==> src/rtl/cpu_pkg.sv <==
// Shared CPU definitions: PCSrc encodings, default vectors and the fetch FSM state type.
package cpu_pkg;

    localparam logic [31:0] RESET_PC_DEF = 32'h0040_0000;
    localparam logic [31:0] EXC_VEC_DEF  = 32'h8000_0180;

    localparam logic [2:0] PCSRC_SEQ = 3'b000;
    localparam logic [2:0] PCSRC_BR  = 3'b001;
    localparam logic [2:0] PCSRC_JR  = 3'b010;
    localparam logic [2:0] PCSRC_JMP = 3'b011;
    localparam logic [2:0] PCSRC_EXC = 3'b100;

    typedef enum logic [1:0] {
        ST_REQ  = 2'd0,
        ST_RESP = 2'd1,
        ST_DROP = 2'd2,
        ST_HOLD = 2'd3
    } fetch_state_t;

    // Encodings above PCSRC_EXC fall back to sequential fetch.
    function automatic logic is_redirect_src(input logic [2:0] src);
        return (src >= PCSRC_BR) && (src <= PCSRC_EXC);
    endfunction

endpackage

==> src/rtl/pc_next_sel.sv <==
// Combinational next-PC helper: sequential +4 and the redirect target mux.
module pc_next_sel
    import cpu_pkg::*;
#(
    parameter logic [31:0] EXC_VEC = EXC_VEC_DEF
) (
    input  logic [31:0] pc,
    input  logic [2:0]  pcsrc,
    input  logic [31:0] branch_target,
    input  logic [31:0] jr_target,
    input  logic [31:0] jump_target,
    output logic [31:0] pc_plus4,
    output logic [31:0] target,
    output logic        redir_src
);

    assign pc_plus4  = pc + 32'd4;
    assign redir_src = is_redirect_src(pcsrc);

    always_comb begin
        target = pc_plus4;
        case (pcsrc)
            PCSRC_BR:  target = branch_target;
            PCSRC_JR:  target = jr_target;
            PCSRC_JMP: target = jump_target;
            PCSRC_EXC: target = EXC_VEC;
            default:   target = pc_plus4;
        endcase
    end

endmodule

==> src/rtl/if_fetch_unit.sv <==
// Instruction-fetch stage: PC register, single-outstanding imem handshake and IF/ID register.
module if_fetch_unit
    import cpu_pkg::*;
#(
    parameter logic [31:0] RESET_PC = RESET_PC_DEF,
    parameter logic [31:0] EXC_VEC  = EXC_VEC_DEF
) (
    input  logic        clk,
    input  logic        reset_n,
    input  logic [2:0]  PCSrc,
    input  logic [31:0] branch_target,
    input  logic [31:0] jr_target,
    input  logic [31:0] jump_target,
    input  logic        PC_wen,
    input  logic        IF_wen,
    input  logic        IF_Flush,
    output logic        imem_req,
    output logic [31:0] imem_addr,
    input  logic        imem_gnt,
    input  logic        imem_rvalid,
    input  logic [31:0] imem_rdata,
    output logic [31:0] IF_ID_Instr,
    output logic [31:0] IF_ID_PC_plus4,
    output logic        IF_ID_valid
);

    fetch_state_t state_q, state_d;
    logic [31:0]  pc_q, pc_d;
    logic [31:0]  pc_plus4, target;
    logic         redir_src, redirect;
    logic [31:0]  hold_instr_q, hold_pc4_q;
    logic         hold_ld;
    logic         deliver;
    logic [31:0]  dlv_instr, dlv_pc4;

    pc_next_sel #(.EXC_VEC(EXC_VEC)) u_pc_next_sel (
        .pc            (pc_q),
        .pcsrc         (PCSrc),
        .branch_target (branch_target),
        .jr_target     (jr_target),
        .jump_target   (jump_target),
        .pc_plus4      (pc_plus4),
        .target        (target),
        .redir_src     (redir_src)
    );

    assign redirect  = PC_wen && redir_src;
    assign imem_addr = pc_q;

    always_comb begin
        state_d   = state_q;
        pc_d      = pc_q;
        imem_req  = 1'b0;
        hold_ld   = 1'b0;
        deliver   = 1'b0;
        dlv_instr = imem_rdata;
        dlv_pc4   = pc_plus4;
        case (state_q)
            ST_REQ: begin
                imem_req = 1'b1;
                if (redirect) begin
                    pc_d    = target;
                    state_d = imem_gnt ? ST_DROP : ST_REQ;
                end else if (imem_gnt) begin
                    state_d = ST_RESP;
                end
            end
            ST_RESP: begin
                if (redirect) begin
                    // Response (now or later) belongs to the old path.
                    pc_d    = target;
                    state_d = imem_rvalid ? ST_REQ : ST_DROP;
                end else if (imem_rvalid) begin
                    if (IF_wen) begin
                        deliver = 1'b1;
                        if (PC_wen) pc_d = pc_plus4;
                        state_d = ST_REQ;
                    end else begin
                        hold_ld = 1'b1;
                        state_d = ST_HOLD;
                    end
                end
            end
            ST_DROP: begin
                if (redirect) pc_d = target;
                if (imem_rvalid) state_d = ST_REQ;
            end
            ST_HOLD: begin
                dlv_instr = hold_instr_q;
                dlv_pc4   = hold_pc4_q;
                if (redirect) begin
                    pc_d    = target;
                    state_d = ST_REQ;
                end else if (IF_wen) begin
                    deliver = 1'b1;
                    if (PC_wen) pc_d = pc_plus4;
                    state_d = ST_REQ;
                end
            end
            default: state_d = ST_REQ;
        endcase
    end

    always_ff @(posedge clk) begin
        if (!reset_n) begin
            state_q      <= ST_REQ;
            pc_q         <= RESET_PC;
            hold_instr_q <= 32'h0;
            hold_pc4_q   <= 32'h0;
        end else begin
            state_q <= state_d;
            pc_q    <= pc_d;
            if (hold_ld) begin
                hold_instr_q <= imem_rdata;
                hold_pc4_q   <= pc_plus4;
            end
        end
    end

    // Flush beats stall; an enabled stage with nothing delivered takes a bubble.
    always_ff @(posedge clk) begin
        if (!reset_n) begin
            IF_ID_Instr    <= 32'h0;
            IF_ID_PC_plus4 <= 32'h0;
            IF_ID_valid    <= 1'b0;
        end else if (IF_Flush) begin
            IF_ID_Instr <= 32'h0;
            IF_ID_valid <= 1'b0;
        end else if (IF_wen) begin
            if (deliver) begin
                IF_ID_Instr    <= dlv_instr;
                IF_ID_PC_plus4 <= dlv_pc4;
                IF_ID_valid    <= 1'b1;
            end else begin
                IF_ID_Instr <= 32'h0;
                IF_ID_valid <= 1'b0;
            end
        end
    end

endmodule

==> config.mk <==
export PLATFORM = sky130hd
export DESIGN_NAME = if_fetch_unit
export DESIGN_NICKNAME = d
export VERILOG_FILES = /design/src/rtl/cpu_pkg.sv /design/src/rtl/pc_next_sel.sv /design/src/rtl/if_fetch_unit.sv
export SDC_FILE = /design/constraint.sdc
export NUM_CORES = 1
export LEC_CHECK = 0
export ABC_AREA = 1
export CAP_MARGIN = 40
export CORE_ASPECT_RATIO = 1.5
export CORE_MARGIN = 10
export CORE_UTILIZATION = 52
export DETAILED_ROUTE_END_ITERATION = 7
export GPL_TIMING_DRIVEN = 0
export PLACE_DENSITY = 0.86
export SYNTH_ARGS = -nofsm -noshare
export SYNTH_HDL_FRONTEND = slang
export SYNTH_SLANG_ARGS = --single-unit
export TNS_END_PERCENT = 30
==> constraint.sdc <==
create_clock -name clk -period 2.4 [get_ports clk]
set_input_delay 0.6 -clock clk [delete_from_list [all_inputs] [get_ports clk]]
set_output_delay 0.6 -clock clk [all_outputs]
set_load 0.005 [all_outputs]
==> results.cfg <==
[run_status]
status = finished clean

[power_and_ir_drop]
pwr-share-clk_pct = 33.1
switching_share_pct = 33.5
ir_worst_vdd_mv = 0.451
intPower_w = 0.00557
switching_power_w = 0.00281
p_per_area_nw_per_um2 = 724
pwr-share-comb_pct = 28.0
p_leak_nw = 4.70
seqPwrFrac_pct = 38.8

[worst_setup_path]
arrival_ps = 2590
cp-start-kind = input pin
critPathMaxStageDelay_ps = 590
endpoint_kind = register
required_ps = 2690
cp_max_fo = 10
crit_type = input pin to register
crit_path_top_delay_cell = clkdlybuf4s50_1
worstPathCellList = clkdlybuf4s50_1, inv_2, nand2_1, nand3_2, buf_6, nand3_1, nand3_2, buf_2, a21oi_1, a21oi_1

[finish]
num-fill-cells = 1324
final_core_util_pct = 73.7
drive_above_1_share_pct = 5.00
num-nets-final = 1727
areaGrowthSynthToFinish_pct = 38.7
antenna-diode-count = 0
multi_input_area_um2 = 4250
regArea_um2 = 3260

[routing]
drtIter0Drc = 785
wl_per_cell_um = 16.7
wirelength_um = 30100
routed-via-count = 9572
drc = 0
viasPerCell = 5.31
postRouteAntennaNets = 0
dr.pass1.iters = 6

[synthesis]
synth.avg_cell_area_um2 = 6.26
synth_cell_type_count = 34
syn_area_um2 = 8350
yosys_warnings = 0
ys_top_cells_by_area = dfxtp_1 (39%), nand2_1 (18%), o21ai_0 (8.9%), a21oi_1 (8.2%), nor2_1 (7.5%)
synthTopCellsByCount = nand2_1 (408), nor2_1 (167), dfxtp_1 (163), o21ai_0 (148), a21oi_1 (137)
synth-seq-cells = 163
synth-edff-count = 0
async_flop_share_pct = 0
synth.most_common_cell = nand2_1
yosysSeqAreaShare_pct = 39.1
yosys.area.top_type_share_pct = 39.1
postSynthCellCount = 1334
yosysTopAreaCell = dfxtp_1
syn-num-nets = 1473
ys.flop_type = dfxtp_1

[sta]
slew-limit-headroom_pct = 57.0
fin_skew_ps = 10.2
fmax_mhz = 435
post-route-min-period_ps = 2300
fin_crit_sh_pct = 95.8
max_slew.worst_pin.slew_ps = 645
setup_violations = 0
holdWs_ps = 449
hold_violations = 0
final_max_slew_viol_count = 0

[placed_design]
routabilityCongestion = 1.00
io_buffers = 235
dp_hpwl_um = 23900

[clock_network]
post_cts_buffers = 0
cts_tree = yes
cts_sinks = 163
cts_htree_levels = 4
cts-buffers-inserted = 17
cts-root-buf = clkbuf_16
worstSkewPairLatency_ps = 420
clk_path_buf_depth = 2
path_clk_slew_ps = 60

[worst_hold_path]
hp-class = register to register

[floorplan]
start_util_pct = 53.2
die_h_um = 175
core_area_um2 = 15700
io_pins = 236
die_x_um = 123
die-area_um2 = 21600
num_rows = 56

[global_route]
first_global_vias = 9518
grt_pass1_wl_um = 47900
grt_max_degree = 17
gr-total-overflow = 0
grt.total_usage_pct = 27.7
antenna_found_initial = 0

[job]
cap_viol_max_count = 0
-- worst paths after layout --
path,endpoint,slack [ps],from,cells after the start
hold / removal,hold_instr_q[19]$_SDFFE_PN0P_,450,hold_instr_q[19]$_SDFFE_PN0P_,2
setup reg to reg,imem_addr[8]$_SDFFE_PN0P_,170,imem_addr[2]$_SDFFE_PN0P_,8
setup / recovery,imem_addr[25]$_SDFFE_PN0P_,100,PCSrc[0],10
hold reg to reg,hold_instr_q[19]$_SDFFE_PN0P_,450,hold_instr_q[19]$_SDFFE_PN0P_,2
-- area by class of cell --
class | instances | share of cell area [%]
multi-input combinational | 965 | 36.8
sequential | 163 | 28.2
timing repair buffer | 235 | 20.3
inverter | 129 | 4.21
clock buffer | 18 | 3.80
buffer | 77 | 3.09
tap | 203 | 2.19
clock inverter | 14 | 1.42
-- per-stage QoR --
| step | TNS, ps | setup WS (ps) | power, W | cell area [µm²] | std cells |
|---|---|---|---|---|---|
| 5_1_grt | -27.8 | -12.7 | 0.00880 | 11600 | 1804 |
| 4_1_cts | 0 | 27.5 | 0.00835 | 11600 | 1804 |
| 2_1_floorplan | 0 | 627 | 0.00448 | 8350 | 1334 |
| 3_5_place_dp | -41200 | -452 | 0.00560 | 11000 | 1772 |
| 3_3_place_gp | -35130 | -385 | 0.00556 | 11000 | 1772 |
| 6_report | 0 | 100 | 0.00838 | 11600 | 1804 |
-- power groups by stage --
stage	registers (W)	clock network [W]	logic [W]
3_5_place_dp	0.00330	0	0.00230
5_1_grt	0.00329	0.00292	0.00260
4_1_cts	0.00325	0.00278	0.00232
6_report	0.00326	0.00278	0.00235
2_1_floorplan	0.00325	0	0.00124
3_3_place_gp	0.00330	0	0.00226
-- repair_timing --
item | in CTS | in global routing
hold buffers | 0 | 0
endpoints found under the setup margin | 6 | 88
resized for setup | 1 | 9
-- registers in the layout, indices dropped and copies added (netlist names) --
signal,flops
IF_ID_Instr,32
IF_ID_PC_plus4,32
hold_instr_q,32
hold_pc4_q,32
imem_addr,32
state_q,2
IF_ID_valid,1
-- layout by cell type (no fill, tap or decap), types with 2 or more instances in the layout --
master and n:
o21ai_1 11, nand4_1 7, clkinv_4 2, xnor2_1 2
a31oi_1 8, clkbuf_1 43, inv_1 123, nand2_1 408
a21oi_1 137, clkbuf_2 4, clkdlybuf4s50_1 234, bufinv_16 2
clkbuf_16 17, nand3_1 47, nor2_4 2, o21ai_0 148
and2_1 2, o21a_1 2, nor3_1 3, a41oi_1 2
clkinvlp_4 2, buf_6 2, or2_2 2, inv_2 4
buf_2 21, buf_4 6, o211ai_1 2, inv_6 5
xor2_1 8, dfxtp_1 163, nand3_2 2, inv_8 2
nor2_1 167
-- routing by layer --
metal | GRT usage, % | routed length (µm)
met3 | 7.32 | 2460
met5 | 0 | 0
met2 | 49.2 | 15400
met4 | 14.6 | 1390
met1 | 28.5 | 10900
-- logic make-up (layout without fill, tap and decap cells) --
| kind of cell | count (synthesis) | in the layout | share of synthesized area (%) |
|---|---|---|---|
| compound gates | 312 | 312 | 19.1 |
| xor+xnor | 10 | 10 | 1.05 |
| fa+ha+maj | 1 | 1 | 0.150 |
| buf+inv | 206 | 473 | 10.0 |
| flops | 163 | 163 | 39.1 |
| simple gates | 642 | 642 | 30.5 |
-- worst max-delay path, delay by kind of cell --
| family | cells | cell delay (ps) |
|---|---|---|
| AO/OA/AOI/OAI | 2 | 300 |
| buffers and inverters | 4 | 1090 |
| AND/OR/NAND/NOR | 4 | 600 |
No activity file was read; power rests on OpenSTA's default activity.
